**src/rtl/pwm_dt_gen_if.sv**
```systemverilog
// pwm_dt_gen_if: enable/duty toward the PWM core, complementary gate drives and period strobe back.
interface pwm_dt_gen_if #(
    parameter int BITS   = 8,
    parameter int PHASES = 1
);
    logic              ena;
    logic [BITS-1:0]   duty;
    logic [PHASES-1:0] pwm_out;
    logic [PHASES-1:0] pwm_n_out;
    logic              period_start;
    modport master (output ena, duty, input pwm_out, pwm_n_out, period_start);
    modport slave  (input ena, duty, output pwm_out, pwm_n_out, period_start);
endinterface

```
**src/rtl/pwm_dt_gen.sv**
```systemverilog
// pwm_dt_gen: multi-phase complementary PWM with shadowed duty and dead-time insertion.
module pwm_dt_gen #(
    parameter int BITS   = 8,
    parameter int PHASES = 1,
    parameter int PRESC  = 1,
    parameter int DEAD   = 2
) (
    input logic         clk,
    input logic         reset,
    pwm_dt_gen_if.slave bus
);
    localparam int PW  = PRESC > 1 ? $clog2(PRESC) : 1;
    localparam int DW  = DEAD > 0 ? $clog2(DEAD + 1) : 1;
    localparam int OFS = (2 ** BITS) / PHASES;
    typedef enum logic [1:0] {DEAD_WAIT, HI, LO} state_e;
    logic [PW-1:0]     pre_q;
    logic [BITS-1:0]   cnt_q, duty_sh_q;
    logic              ena_q, rvld_q, run_q, ps_q;
    logic [PHASES-1:0] raw_d, raw_q, pwm_v, pwm_n_v;
    logic              tick, count_en, load;
    // The counter stays parked during the enable cycle so the first period is full length.
    assign tick     = pre_q == PW'(PRESC - 1);
    assign count_en = bus.ena & ena_q;
    assign load     = bus.ena & (~ena_q | (tick & (&cnt_q)));
    always_comb begin
        raw_d = '0;
        for (int k = 0; k < PHASES; k++) raw_d[k] = (cnt_q + BITS'(k * OFS)) < duty_sh_q;
    end
    always_ff @(posedge clk) begin
        if (reset) begin
            pre_q     <= '0;
            cnt_q     <= '0;
            duty_sh_q <= '0;
            ena_q     <= 1'b0;
            rvld_q    <= 1'b0;
            run_q     <= 1'b0;
            ps_q      <= 1'b0;
            raw_q     <= '0;
        end else begin
            ena_q  <= bus.ena;
            rvld_q <= count_en;
            run_q  <= bus.ena & rvld_q;
            ps_q   <= load;
            if (load) duty_sh_q <= bus.duty;
            pre_q  <= count_en ? (tick ? '0 : pre_q + PW'(1)) : '0;
            cnt_q  <= count_en ? cnt_q + BITS'(tick) : '0;
            raw_q  <= count_en ? raw_d : '0;
        end
    end
    // First valid compare after enable is treated as an edge so both sides wait the dead-time.
    for (genvar g = 0; g < PHASES; g++) begin : g_ph
        state_e        st_q;
        logic [DW-1:0] dcnt_q;
        logic          lvl_q, p_q, n_q;
        always_ff @(posedge clk) begin
            if (reset || !bus.ena || !rvld_q) begin
                st_q   <= DEAD_WAIT;
                dcnt_q <= DW'(DEAD);
                lvl_q  <= 1'b0;
                p_q    <= 1'b0;
                n_q    <= 1'b0;
            end else if (!run_q || raw_q[g] != lvl_q) begin
                lvl_q  <= raw_q[g];
                dcnt_q <= DW'(DEAD);
                st_q   <= DEAD == 0 ? (raw_q[g] ? HI : LO) : DEAD_WAIT;
                p_q    <= DEAD == 0 && raw_q[g];
                n_q    <= DEAD == 0 && !raw_q[g];
            end else if (st_q == DEAD_WAIT) begin
                if (dcnt_q <= DW'(1)) begin
                    st_q <= raw_q[g] ? HI : LO;
                    p_q  <= raw_q[g];
                    n_q  <= ~raw_q[g];
                end
                if (dcnt_q != '0) dcnt_q <= dcnt_q - DW'(1);
            end
        end
        assign pwm_v[g]   = p_q;
        assign pwm_n_v[g] = n_q;
    end
    assign bus.pwm_out      = pwm_v;
    assign bus.pwm_n_out    = pwm_n_v;
    assign bus.period_start = ps_q;
endmodule

```
**src/flat_wrapper.sv**
```systemverilog
// flat-port wrapper written by rule: the top's interface ports become plain ports
module pwm_dt_gen_flat 
#(
    parameter int BITS   = 8,
    parameter int PHASES = 1,
    parameter int PRESC  = 1,
    parameter int DEAD   = 2
)
  (clk, reset, bus_ena, bus_duty, bus_pwm_out, bus_pwm_n_out, bus_period_start);
  pwm_dt_gen_if #(.BITS(BITS), .PHASES(PHASES)) bus_i ();
  input logic clk;
  input logic reset;
  input wire logic [$bits(bus_i.ena)-1:0] bus_ena;
  input wire logic [$bits(bus_i.duty)-1:0] bus_duty;
  output wire logic [$bits(bus_i.pwm_out)-1:0] bus_pwm_out;
  output wire logic [$bits(bus_i.pwm_n_out)-1:0] bus_pwm_n_out;
  output wire logic [$bits(bus_i.period_start)-1:0] bus_period_start;
  assign bus_i.ena = bus_ena;
  assign bus_i.duty = bus_duty;
  assign bus_pwm_out = bus_i.pwm_out;
  assign bus_pwm_n_out = bus_i.pwm_n_out;
  assign bus_period_start = bus_i.period_start;
  pwm_dt_gen #(.BITS(BITS), .PHASES(PHASES), .PRESC(PRESC), .DEAD(DEAD)) u_core (.clk(clk), .reset(reset), .bus(bus_i));
endmodule
```
**config.mk**
```make
export PLATFORM = sky130hd
export DESIGN_NAME = pwm_dt_gen_flat
export DESIGN_NICKNAME = d
export VERILOG_FILES = /design/src/rtl/pwm_dt_gen_if.sv /design/src/rtl/pwm_dt_gen.sv /design/src/flat_wrapper.sv
export SDC_FILE = /design/constraint.sdc
export NUM_CORES = 1
export LEC_CHECK = 0
export BUFFER_PORTS_ARGS = -buffer_cell sky130_fd_sc_hd__clkbuf_2
export CAP_MARGIN = 20
export CORE_UTILIZATION = 60
export CTS_BUF_LIST = sky130_fd_sc_hd__clkbuf_4 sky130_fd_sc_hd__clkbuf_8
export DETAILED_ROUTE_END_ITERATION = 16
export PLACE_DENSITY = 0.81
export SETUP_SLACK_MARGIN = 0.1
export SLEW_MARGIN = 30
export SYNTH_ARGS = -nofsm -noshare
export SYNTH_HDL_FRONTEND = slang
export SYNTH_SLANG_ARGS = --single-unit
```
**constraint.sdc**
```tcl
create_clock -name clk -period 1.5 [get_ports clk]
set_input_delay 0.3 -clock clk [delete_from_list [all_inputs] [get_ports clk]]
set_output_delay 0.3 -clock clk [all_outputs]
set_load 0.01 [all_outputs]
```
# Yosys cells after proc, flatten, opt, wreduce, memory -nomap -nowiden
# Index checks and enable logic that the tools add are counted.
# totals
out_inout_bits	3
in_bits	11
register_bits	29
# op_classes
n_bitwise	9
n_mux	1
n_lt_le_gt_ge	2
n_addsub	3
reduce_logical	14
eq_ne	1
# ops
operator	count
adder 8 x 1 -> 8 bit	1
less-than comparator 8 bit	1
AND reduction 8 bit	1
AND 1 bit	4
NOT 1 bit	4
AND reduction 2 bit	2
OR reduction 2 bit	2
logical NOT 1 bit	3
logical OR 1 bit	3
OR reduction 3 bit	1
<= comparator 2 x 1 -> 1 bit (second input constant)	1
logical NOT 2 bit	1
two-way mux 2 bit	1
nonzero test 2 bit	1
subtractor 2 x 1 -> 2 bit (second input constant)	1
adder 1 bit (second input constant)	1
!= test 1 bit	1
bitwise OR 1 bit	1

# Logic depth before layout (Yosys ltp)
# logic_depth
ltp_word	4
ltp_mapped	6

# Worst setup path before layout
# Ideal clock, no wire load.
# synth_path
kind	register -> register
from	reg u_core.g_ph[0].dcnt_q[0]
to	reg u_core.g_ph[0].dcnt_q[1]
t_arrival_ps	1178
path_stages_with_launch	5
slack_ps	202
n_path_buf	0
synth_period_minus_slack_ps	1298
required_time_ps	1380
cell_sequence	dfxtp_1 -> inv_1 -> ha_1 -> or3_1 -> a211o_1
# synth_between
elab_chain_cells	2
elab_cells_between_ends	3
classes_between	add/sub (1); reduce/logical (2)
# synth_lines
item	line	rtl
start, declared	pwm_dt_gen.sv:53	logic [DW-1:0] dcnt_q;
start signal, assigned	pwm_dt_gen.sv:58	dcnt_q <= DW'(DEAD);
start signal, assigned	pwm_dt_gen.sv:64	dcnt_q <= DW'(DEAD);
start signal, assigned	pwm_dt_gen.sv:74	if (dcnt_q != '0) dcnt_q <= dcnt_q - DW'(1);
branches (longest 2 deep; another with subtractor 2 x 1 -> 2 bit)	n/a	
# Several ways; the timed one is not identified.
# A chain may end at the register's enable or synchronous reset.

# Worst setup path after layout
# layout_path
from	reg u_core.duty_sh_q[5]
to	reg u_core.raw_q
# layout_between
elab_chain_cells	1
# layout_lines
item	line	rtl
start, declared	pwm_dt_gen.sv:17	logic [BITS-1:0] cnt_q, duty_sh_q;
start signal, assigned	pwm_dt_gen.sv:44	if (load) duty_sh_q <= bus.duty;
less-than comparator 8 bit	pwm_dt_gen.sv:27	for (int k = 0; k < PHASES; k++) raw_d[k] = (cnt_q + BITS'(k * OFS)) < duty_sh_q;
end signal, assigned	pwm_dt_gen.sv:47	raw_q <= count_en ? raw_d : '0;
end, declared	pwm_dt_gen.sv:19	logic [PHASES-1:0] raw_d, raw_q, pwm_v, pwm_n_v;
# No other way between the ends.

==> out/metrics.cfg <==
[worst_setup_path]
crit_chain=inv_1 > ha_1 > a211oi_2 > o21ai_1 > a41oi_2
worst-setup-path-type=reg2reg
reg2reg_from=u_core.duty_sh_q[5]
max_stage_delay_ns=0.37
crit_buf_inv=1
cp-endpoint=u_core.raw_q
start_kind=register
reg2reg_slack_ns=0.13
r2r_cells=5
path_depth=5
cp.arrival_ns=1.64
cp-end-kind=register
cp_slowest_cell=dfxtp_1
worstPathRequired_ns=1.77
critPathMaxFanout=2
reg2reg_to=u_core.raw_q
crit_family=compound AO/OA/AOI/OAI gates
critPathLaunch=u_core.duty_sh_q[5]

[cells_and_area]
drive_above_1_share=0.245
final_common_cell=dfxtp_1
area_growth_pct=12.3
final_nets=178
most-common-layout-cells=dfxtp_1, clkbuf_2, inv_1
antennaDiodeCount=0

[timing]
holdWs_ns=0.188
rsz0062_at_grt=no
fmax_mhz=732
tns_ns=0
slew_violations=0
fin_skew_ns=0.00982
finalSetupViolCount=0
timing.final.crit_period_ns=1.37
hold_viol_final=0
finalCritPeriodShare=0.910

[grt]
grt_pass1_wl_um=4570
antenna_found_initial=0
first_global_vias=1054
grtUsageTotal=0.246
grt-ovfl-total=0
grt_max_degree=16

[synthesis]
yosys_warnings=0
ys_ff_latch=27
synthCells=136
synth-seq-area-share=0.401
syn_nets=158
postSynthAreaPerCell_um2=9.90
post_synth_instance_area_mm2=0.00135
ys_types=34

[clock_tree]
clk_pin_slew_ns=0.14
postCtsHoldBufs=0
cts_max_level=1
cts_made_buffers=3
root_buffer=clkbuf_4
worst_skew_pair.late_latency_ns=0.34
cts_setup_buffers=0
cts_tree=yes
cts_sinks=27
clock_path_buffers=2
cts_resized=1

[drt]
num_vias=1058
vias_per_cell=5.81
drc=0
drtIter0Drc=21
antenna_left=0
wl_um=2660
wl_per_cell_um=14.6
firstDrtPassIters=4

[floorplan]
die_x_um=49.4
fp.dieH_um=49.4
die-area_mm2=0.00244
rows=16
core_mm2=0.00204
io_pins=14
start_util=0.659

[power_and_ir_drop]
power_per_cell_area_mw_per_mm2=790
peakVddDrop_v=0.000755
power_leakage_nw=0.646

[placed_design]
io_buffer_count=13
dp_hpwl_um=1930
place.gp.congestion=0.842

[worst_hold_path]
worstHoldPathCells=2
hp-class=in2reg

[run]
maxCapViolations=0

[outcome]
status=finished, final reports clean

==> synth_stat cells <==
master     number  area share
a211oi_1        2       0.011
nand2b_1        5       0.023
and3_4          1      0.0084
nand2_4         1      0.0084
clkbuf_1        1      0.0028
o31ai_1         7       0.039
inv_1          12       0.033
nand2_1         2      0.0056
o21ai_0         4       0.015
a21boi_1        1      0.0056
nand4_1         2      0.0093
nand3_2         1      0.0074
and4_1          1      0.0065
xnor2_1         3       0.020
nor2_1         11       0.031
buf_6           2       0.017
buf_2           2      0.0074
nand4bb_1       2       0.017
and3_1          4       0.019
or3_1           2      0.0093
ha_1           11        0.10
a211o_1         2       0.013
a31oi_1         1      0.0046
a221o_1         8       0.059
nand3b_1        1      0.0056
conb_1          1      0.0028
dfxtp_1        27        0.40
xor2_1          4       0.026
nor2b_1         1      0.0046
a41oi_2         1       0.012
and2_2          1      0.0056
a21oi_1         4       0.015
or4bb_1         5       0.042
nand3_1         3       0.011
==> cell families after synthesis <==
family | count (synthesis) | share of synthesized area
simple gates | 43 | 0.213
compound gates | 30 | 0.175
flops | 27 | 0.401
buf+inv | 17 | 0.0604
fa+ha+maj | 11 | 0.102
xor+xnor | 7 | 0.0455
other cells | 1 | 0.00279
==> worst register-to-register path: cells and delay by family, from the launching register on <==
kind,cells,cell delay (ns)
flip-flops,1,0.37
adder cells (fa/ha/maj),1,0.33
buffers and inverters,1,0.07
AO/OA/AOI/OAI,3,0.54
==> metrics by stage <==
stage	cells	util	total power, mW	worst slack, ns	cell area (µm²)
finish	182	0.740	1.19	0.135	1510
global route	182	0.740	1.25	0.0973	1510
CTS	182	0.731	1.20	0.113	1490
detailed placement	178	0.716	0.890	0.0121	1460
global placement	178	0.716	0.881	0.0738	1460
floorplan	136	-	0.844	0.202	1350
==> sequential cells by signal, summed over array words and instances, names as in the netlist <==
name and cells:
u_core.rvld_q 1, u_core.g_ph.dcnt_q 2, u_core.run_q 1, u_core.g_ph.lvl_q 1, u_core.g_ph.st_q 1, u_core.bus.pwm_n_out 1
u_core.pre_q 1, u_core.ena_q 1, u_core.raw_q 1, u_core.duty_sh_q 8, u_core.bus.period_start 1, u_core.cnt_q 8
==> per-layer routing <==
metal	vias to the layer above	GRT usage	wire, µm
met5	-	0	0
met4	0	0.119	42
met3	5	0.0654	79
met2	16	0.402	1320
met1	502	0.298	1210
li1	535	-	-
==> layout make-up <==
class                   count  area, µm²
fillers                   157        531
well taps                  27       33.8
multi-input cells          92        742
clock inverters             1       5.00
repair buffers             20        118
inverters                  12       45.0
clock buffers               3       22.5
flip-flops and latches     27        546
==> report_power, final <==
group,total [mW],switching [mW],internal (mW)
combinational,0.123,0.0637,0.0594
sequential,0.754,0.0155,0.739
clock,0.316,0.216,0.100
total,1.19,0.295,0.899
==> worst min path at each step <==
stage | startpoint | slack, ns | end
2_1_floorplan | bus_duty[3] | 0.44 | u_core.duty_sh_q[3]
3_3_place_gp | u_core.rvld_q | 0.46 | u_core.g_ph[0].lvl_q
3_5_place_dp | u_core.rvld_q | 0.47 | u_core.g_ph[0].lvl_q
4_1_cts | bus_duty[2] | 0.18 | u_core.duty_sh_q[2]
5_1_grt | bus_duty[2] | 0.19 | u_core.duty_sh_q[2]
6_report | bus_duty[2] | 0.19 | u_core.duty_sh_q[2]
(Power assumes the default switching activity.)
